File: config.mk
export PLATFORM = sky130hd
export DESIGN_NAME = ads1675_frame_packer
export DESIGN_NICKNAME = d
export VERILOG_FILES = /design/src/rtl/ads1675_pkg.sv /design/src/rtl/ads1675_sync_fifo.sv /design/src/rtl/ads1675_frame_packer.sv
export SDC_FILE = /design/constraint.sdc
export NUM_CORES = 1
export LEC_CHECK = 0
export ABC_AREA = 1
export BUFFER_PORTS_ARGS = -buffer_cell sky130_fd_sc_hd__buf_2
export CAP_MARGIN = 20
export CORE_MARGIN = 3
export CORE_UTILIZATION = 44
export CTS_BUF_LIST = sky130_fd_sc_hd__clkbuf_8
export DETAILED_ROUTE_END_ITERATION = 6
export GPL_TIMING_DRIVEN = 0
export PLACE_DENSITY = 0.69
export SLEW_MARGIN = 20
export SYNTH_ARGS = -nofsm -noshare
export SYNTH_HDL_FRONTEND = slang
export SYNTH_SLANG_ARGS = --single-unit
File: constraint.sdc
create_clock -name clk -period 3.5 [get_ports clk]
set_input_delay 0.35 -clock clk [delete_from_list [all_inputs] [get_ports clk]]
set_output_delay 0.35 -clock clk [all_outputs]
set_load 0.02 [all_outputs]
File: src/rtl/ads1675_pkg.sv
// Shared types and header layout for the ADS1675 frame packer.
package ads1675_pkg;

  typedef enum logic [1:0] {
    IDLE,
    HDR_SYNC,
    HDR_INFO,
    DATA
  } state_t;

  localparam logic [31:0] SYNC_WORD_DEFAULT = 32'hA5A5_1675;

  localparam int SEQ_MSB = 31;
  localparam int SEQ_LSB = 16;
  localparam int CNT_MSB = 15;
  localparam int CNT_LSB = 0;

  function automatic logic [31:0] info_word(input logic [15:0] seq, input logic [15:0] cnt);
    logic [31:0] w;
    w = '0;
    w[SEQ_MSB:SEQ_LSB] = seq;
    w[CNT_MSB:CNT_LSB] = cnt;
    return w;
  endfunction

endpackage

File: src/rtl/ads1675_sync_fifo.sv
// First-word-fall-through synchronous FIFO with registered full/empty flags.
module ads1675_sync_fifo #(
  parameter int DW    = 32,
  parameter int DEPTH = 16
) (
  input  logic          clk,
  input  logic          rst,
  input  logic          wr_en,
  input  logic [DW-1:0] wr_data,
  input  logic          rd_en,
  output logic [DW-1:0] rd_data,
  output logic          full,
  output logic          empty
);

  localparam int AW = $clog2(DEPTH);

  logic [DW-1:0] mem [DEPTH];
  logic [AW:0]   wr_ptr;
  logic [AW:0]   rd_ptr;
  logic [AW:0]   wr_ptr_n;
  logic [AW:0]   rd_ptr_n;
  logic          do_wr;
  logic          do_rd;

  assign do_wr = wr_en && !full;
  assign do_rd = rd_en && !empty;

  always_comb begin
    wr_ptr_n = wr_ptr + {{AW{1'b0}}, do_wr};
    rd_ptr_n = rd_ptr + {{AW{1'b0}}, do_rd};
  end

  // NOTE: storage has no reset; only the pointers and flags define what is valid.
  always_ff @(posedge clk) begin
    if (do_wr) begin
      mem[wr_ptr[AW-1:0]] <= wr_data;
    end
  end

  // NOTE: non-blocking assignments so every flop samples pre-edge values.
  always_ff @(posedge clk) begin
    if (rst) begin
      wr_ptr <= '0;
      rd_ptr <= '0;
      full   <= 1'b0;
      empty  <= 1'b1;
    end else begin
      wr_ptr <= wr_ptr_n;
      rd_ptr <= rd_ptr_n;
      empty  <= (wr_ptr_n == rd_ptr_n);
      full   <= (wr_ptr_n[AW] != rd_ptr_n[AW]) &&
                (wr_ptr_n[AW-1:0] == rd_ptr_n[AW-1:0]);
    end
  end

  assign rd_data = mem[rd_ptr[AW-1:0]];

endmodule

File: src/rtl/ads1675_frame_packer.sv
// Buffers ADC samples and emits framed AXI-Stream: sync word, info word, N samples.
module ads1675_frame_packer
  import ads1675_pkg::*;
#(
  parameter int          DW                = 32,
  parameter int          SAMPLES_PER_FRAME = 64,
  parameter int          FIFO_DEPTH        = 16,
  parameter logic [31:0] SYNC_WORD         = SYNC_WORD_DEFAULT
) (
  input  logic          clk,
  input  logic          rst,
  input  logic          en,
  input  logic [DW-1:0] s_axis_tdata,
  input  logic          s_axis_tvalid,
  output logic          s_axis_tready,
  input  logic          s_axis_tlast,
  output logic [DW-1:0] m_axis_tdata,
  output logic          m_axis_tvalid,
  input  logic          m_axis_tready,
  output logic          m_axis_tlast,
  output logic [15:0]   seq_num,
  output logic [15:0]   overflow_cnt
);

  localparam logic [15:0] FRAME_LEN = 16'(SAMPLES_PER_FRAME);
  localparam logic [15:0] LAST_IDX  = 16'(SAMPLES_PER_FRAME - 1);

  state_t        state;
  logic [15:0]   sample_idx;
  logic          hdr_valid;
  logic [DW-1:0] hdr_data;
  logic [DW-1:0] fifo_rd_data;
  logic          fifo_full;
  logic          fifo_empty;
  logic          fifo_wr_en;
  logic          fifo_rd_en;
  logic          handshake;
  logic          in_data;

  // Per-sample tlast from the source carries no frame meaning here.
  logic unused_ok;
  assign unused_ok = s_axis_tlast;

  assign s_axis_tready = !fifo_full;
  assign fifo_wr_en    = s_axis_tvalid && s_axis_tready;

  ads1675_sync_fifo #(
    .DW    (DW),
    .DEPTH (FIFO_DEPTH)
  ) u_fifo (
    .clk     (clk),
    .rst     (rst),
    .wr_en   (fifo_wr_en),
    .wr_data (s_axis_tdata),
    .rd_en   (fifo_rd_en),
    .rd_data (fifo_rd_data),
    .full    (fifo_full),
    .empty   (fifo_empty)
  );

  // Headers come from registers; samples stream straight from the FIFO head.
  assign in_data       = (state == DATA);
  assign m_axis_tvalid = in_data ? !fifo_empty : hdr_valid;
  assign m_axis_tdata  = in_data ? fifo_rd_data : hdr_data;
  assign m_axis_tlast  = in_data && (sample_idx == LAST_IDX);
  assign handshake     = m_axis_tvalid && m_axis_tready;
  assign fifo_rd_en    = in_data && handshake;

  always_ff @(posedge clk) begin
    if (rst) begin
      state      <= IDLE;
      hdr_valid  <= 1'b0;
      hdr_data   <= '0;
      sample_idx <= '0;
      seq_num    <= '0;
    end else begin
      case (state)
        IDLE: begin
          if (en && !fifo_empty) begin
            state     <= HDR_SYNC;
            hdr_valid <= 1'b1;
            hdr_data  <= DW'(SYNC_WORD);
          end
        end
        HDR_SYNC: begin
          if (m_axis_tready) begin
            state    <= HDR_INFO;
            hdr_data <= DW'(info_word(seq_num, FRAME_LEN));
          end
        end
        HDR_INFO: begin
          if (m_axis_tready) begin
            state     <= DATA;
            hdr_valid <= 1'b0;
            hdr_data  <= '0;
          end
        end
        DATA: begin
          if (handshake) begin
            if (m_axis_tlast) begin
              sample_idx <= '0;
              seq_num    <= seq_num + 16'd1;
              state      <= IDLE;
            end else begin
              sample_idx <= sample_idx + 16'd1;
            end
          end
        end
        default: state <= IDLE;
      endcase
    end
  end

  always_ff @(posedge clk) begin
    if (rst) begin
      overflow_cnt <= '0;
    end else if (s_axis_tvalid && !s_axis_tready && (overflow_cnt != 16'hFFFF)) begin
      overflow_cnt <= overflow_cnt + 16'd1;
    end
  end

endmodule
; After elaboration in Yosys (flattened, before gate mapping)
; Memories as Yosys holds them, arrays and structs flattened. A register that Yosys moved wholly into a read port is not among the register bits.
; Cells that the tools add are included.
; W data, S select, Z words.
[totals]
regBits = 95
ramBits = 512
in_bits = 38
output_inout_bits = 67
wordCells = 68
n_memories = 1
[op_classes]
add_sub_neg = 5
n_eq_ne = 13
mux = 19
n_reduce_logical = 20
[memory_table]
columns = name, depth, word_bits, read_ports, rd_clocked_by_memory_dff, wr, line_no
row1 = u_fifo.mem, 16, 32, 1, 1, 1, ads1675_sync_fifo.sv:18  ; logic [DW-1:0] mem [DEPTH];
[op_table]
columns = cell, count
row1 = $mux W32, 4
row2 = $pmux W32 S3, 1
row3 = $add A16 B1 Y16 const B, 3
row4 = $eq A16 B6 Y1 const B, 1
row5 = $mux W16, 1
row6 = $ne A16 B16 Y1 const B, 1
row7 = $add A5 B1 Y5, 2
row8 = $logic_and A1 B1 Y1, 10
row9 = $mux W2, 5
row10 = $ne A2 B2 Y1 const B, 5
row11 = $pmux W2 S4, 1
row12 = $reduce_and A3 Y1, 2
row13 = $eq A5 B5 Y1, 1
row14 = $mux W1, 5
row15 = $reduce_and A5 Y1, 1
row16 = $eq A2 B2 Y1 const B, 2
row17 = $eq A4 B4 Y1, 1
row18 = $mux W4, 1
row19 = $reduce_and A4 Y1, 1
row20 = $reduce_bool A3 Y1, 1
row21 = $eq A2 B1 Y1 const B, 1
row22 = $logic_not A1 Y1, 2
row23 = $logic_not A2 Y1, 1
row24 = $pmux W1 S2, 1
row25 = 3 further kinds, 3

; Longest topological paths before layout
[depth]
word_depth = 8
mapped_depth = 13
depth_no_buf = 11

; Hierarchy
; A second synthesis with hierarchy kept.
[hier_totals]
cells_unflattened = 2395
hier_area_um2 = 25786.0
[modules_own_cells]
columns = mod, n_inst, cells_per_inst, area_each_um2, seq_area_each_um2
row1 = ads1675_sync_fifo, 1, 1737, 21674.5, 15615.0
row2 = ads1675_frame_packer, 1, 658, 4111.4, 1381.3

; Worst setup path before layout
; Ideal clock, no wire load.
[synth_timing]
path_kind = in2reg
startpoint = input port s_axis_tvalid
endpoint = memory u_fifo.mem[11][0] (enable)
setup_time_ns = 0.421
t_arrival_ns = 2.121
required_time_ns = 3.079
setup_slack_ns = 0.958
stages = 4
n_path_buf = 0
cell_sequence = inv_1 nor2_1 nand3_1 nor2_1
[synth_via]
elab_chain_cells = 4
[synth_lines]
columns = element, line_no
row1 = from (decl), ads1675_frame_packer.sv:14  ; input logic s_axis_tvalid,
row2 = $logic_and A1 B1 Y1, ads1675_frame_packer.sv:45  ; assign fifo_wr_en = s_axis_tvalid && s_axis_tready;
row3 = $logic_and A1 B1 Y1, ads1675_sync_fifo.sv:26  ; assign do_wr = wr_en && !full;
row4 = $mux W1, ads1675_sync_fifo.sv:36  ; if (do_wr) begin
row5 = $mux W1 (not written as such), ads1675_sync_fifo.sv:37  ; mem[wr_ptr[AW-1:0]] <= wr_data;
row6 = to (decl), ads1675_sync_fifo.sv:18
; Every way passes these cells.

==> flow_summary.toml <==
[layout]
drive_gt1_frac = 0.1215
fin_cells = 3532
finish.utilization = 0.5184
postLayoutCellArea_sq_um = 28950
nets = 2757
synthToLayoutAreaGrowth_pct = 15.15

[timing]
period_share = 0.9660
relSlewSlack = 0.4490
fin_crit_ns = 3.381
hold_viol = 0
setup_viol = 0
fmax_ghz = 0.2958
worstMarginPinSlew_ns = 0.8265
tns_ns = 0
whs_ns = 0.04819
finalClockSkew_ns = 0.02726
rsz0062_at_grt = "false"
drv_slew = 0
fin_ws_ns = 0.1191

[grt]
grt_pass1_vias = 18370
antenna_found_initial = 3
grt_max_degree = 24
grt_usage = 0.2327
grt-ovfl-total = 0
grt_pass1_wl_um = 106300

[yosys]
yosysTopAreaCell = "edfxtp_1"
synth.most_common_cell = "nand2_1"
synth_flop_cell = "edfxtp_1"
synth_nets = 2538
yosys_warnings = 0
synth_edf_count = 512
synth_area_leaders = "edfxtp_1, nand2_1, nor2_1, dfxtp_1, nand3_1"
ys_async_sr_fraction = 0
syn_avg_cell_area_sq_um = 10.11
synth_area_sq_um = 25140
synth_common_cells = "nand2_1, edfxtp_1, nor2_1, nand3_1, o21ai_0"
synth_top_area_frac = 0.6116
ys_seq_area_frac = 0.6761
synth_seq_cells = 593
synth_cell_types = 31
syn_inst = 2487

[power]
leakage_nw = 11.01
ir_drop_v = 0.0002622
p_total_mw = 14.73
power.density_nw_per_um2 = 508.7

[setup_path]
worstSetupStartpointType = "register"
cp.arrival_ns = 3.03
critPathKind = "reg -> out"
end_kind = "output pin"
cp_max_fo = 10
crit_required_ns = 3.15

[place]
gp_congestion = 0.8540
port_buffers = 102
place_ws_ns = 0.4898
placed_cells = 3355
place_hpwl_um = 48080
place_area_sq_um = 27160

[detailed_routing]
drc_errors = 2
vias = 19020
drtPass1Iterations = 7
postRouteWirelength_um = 70680
drtIter0Drc = 2034
viasPerCell = 5.385
avgRoutedWirePerCell_um = 20.01
drtAntennaViolNets = 0

[run_status]
violations = "DRC"
outcome = "finished with violations"

[clock_network]
cts_hold_buffers = 0
root_buffer = "clkbuf_8"
clock_latency_ns = 0.68
h-tree-depth = 3
cts.reportedPaths.clkPinSlew_ns = 0.06
postCtsSetupBuffers = 0
cts_made_buffers = 98
clock_sink_count = 593
tritoncts = "yes"
clockBufferDepth = 3

[floorplan]
fp-row-count = 86
start_util = 0.4502
die_h_um = 245.0
ios = 105
core_sq_um = 55850
floorplan.die.width_um = 245.0
dieArea_sq_um = 60040

[flow_run]
cap_violations = 0

[worst_hold_path]
hold_class = "in -> reg"
==> worst max-delay path, stage by stage (launching register included) <==
cell and delay (ns):
dfxtp_1 0.30, buf_2 0.33, nand2_1 0.09, inv_1 0.31, clkdlybuf4s18_2 0.54, nand3_1 0.16
nand2_1 0.10, a21oi_1 0.07, a21oi_1 0.24, buf_2 0.22
==> worst paths after layout <==
| path | startpoint | endpoint | slack [ns] | cells after the start |
|---|---|---|---|---|
| worst max register to register | state[0] | u_fifo.full | 0.72 | 12 |
| worst max-delay path | u_fifo.rd_ptr[2] | m_axis_tdata[27] | 0.12 | 9 |
| worst min register to register | hdr_data[19] | hdr_data[19] | 0.48 | 2 |
| worst min-delay path | s_axis_tdata[13] | u_fifo.mem[2][13] | 0.05 | 1 |
==> state kept, by name (all words and copies together) (netlist names) <==
name	count
hdr_data	18
hdr_valid	1
overflow_cnt	16
sample_idx	16
seq_num	16
state	2
u_fifo.empty	1
u_fifo.full	1
u_fifo.mem	512
u_fifo.rd_ptr	5
u_fifo.wr_ptr	5
==> routing by layer <==
layer  part of all wire  GRT usage
met5            0.00018          0
met4              0.040     0.1078
met1               0.40     0.3024
met2               0.47     0.3734
met3              0.097    0.05233
==> what timing repair did <==
action / 4_1_cts / 5_1_grt
resized for setup: 6 / 18
endpoints found under the setup margin: 18 / 21
cloned: 0 / 0
==> logic make-up after synthesis <==
| family | Yosys count | synth area share |
|---|---|---|
| xor+xnor | 20 | 0.006968 |
| flops | 593 | 0.6761 |
| buf+inv | 269 | 0.04375 |
| compound gates | 276 | 0.05584 |
| simple gates | 1316 | 0.2109 |
| fa+ha+maj | 13 | 0.006470 |
==> placed cells by master, fill, tap and decap left out, types with 8 or more instances in the layout <==
cell	synthesis	layout
nand2_1	616	616
nor2_4	1	17
buf_16	0	12
xnor2_1	8	8
o21ai_1	16	16
clkinv_1	2	26
a21oi_1	87	85
nand4_1	13	13
dfxtp_1	81	81
xor2_1	12	12
inv_1	142	178
nor2_1	440	423
nand3_1	226	226
clkbuf_1	47	38
nor3_1	10	10
buf_1	16	12
o21ai_0	162	162
clkinv_2	0	8
buf_2	54	158
edfxtp_1	512	512
clkbuf_2	0	9
a31oi_1	8	8
ha_1	13	13
clkbuf_8	0	102
==> layout make-up <==
cell class                 instances  area, sq um
timing repair buffer             120        960.9
tap                              748        935.9
fill                            4804        26900
clock inverter                    74        357.8
clock buffer                     102         1404
sequential                       593        17000
multi-input combinational       1625         7174
inverter                         146        548.0
buffer                           122        568.0
antenna                            2        5.005
==> report_power, final <==
part | internal, mW | leakage [nW] | switching (mW)
registers | 7.81 | 5.28 | 0.0761
clock network | 2.84 | 1.03 | 2.70
logic | 0.339 | 4.69 | 0.964
total | 11.0 | 11.0 | 3.74
No activity file was read; power rests on OpenSTA's default activity.
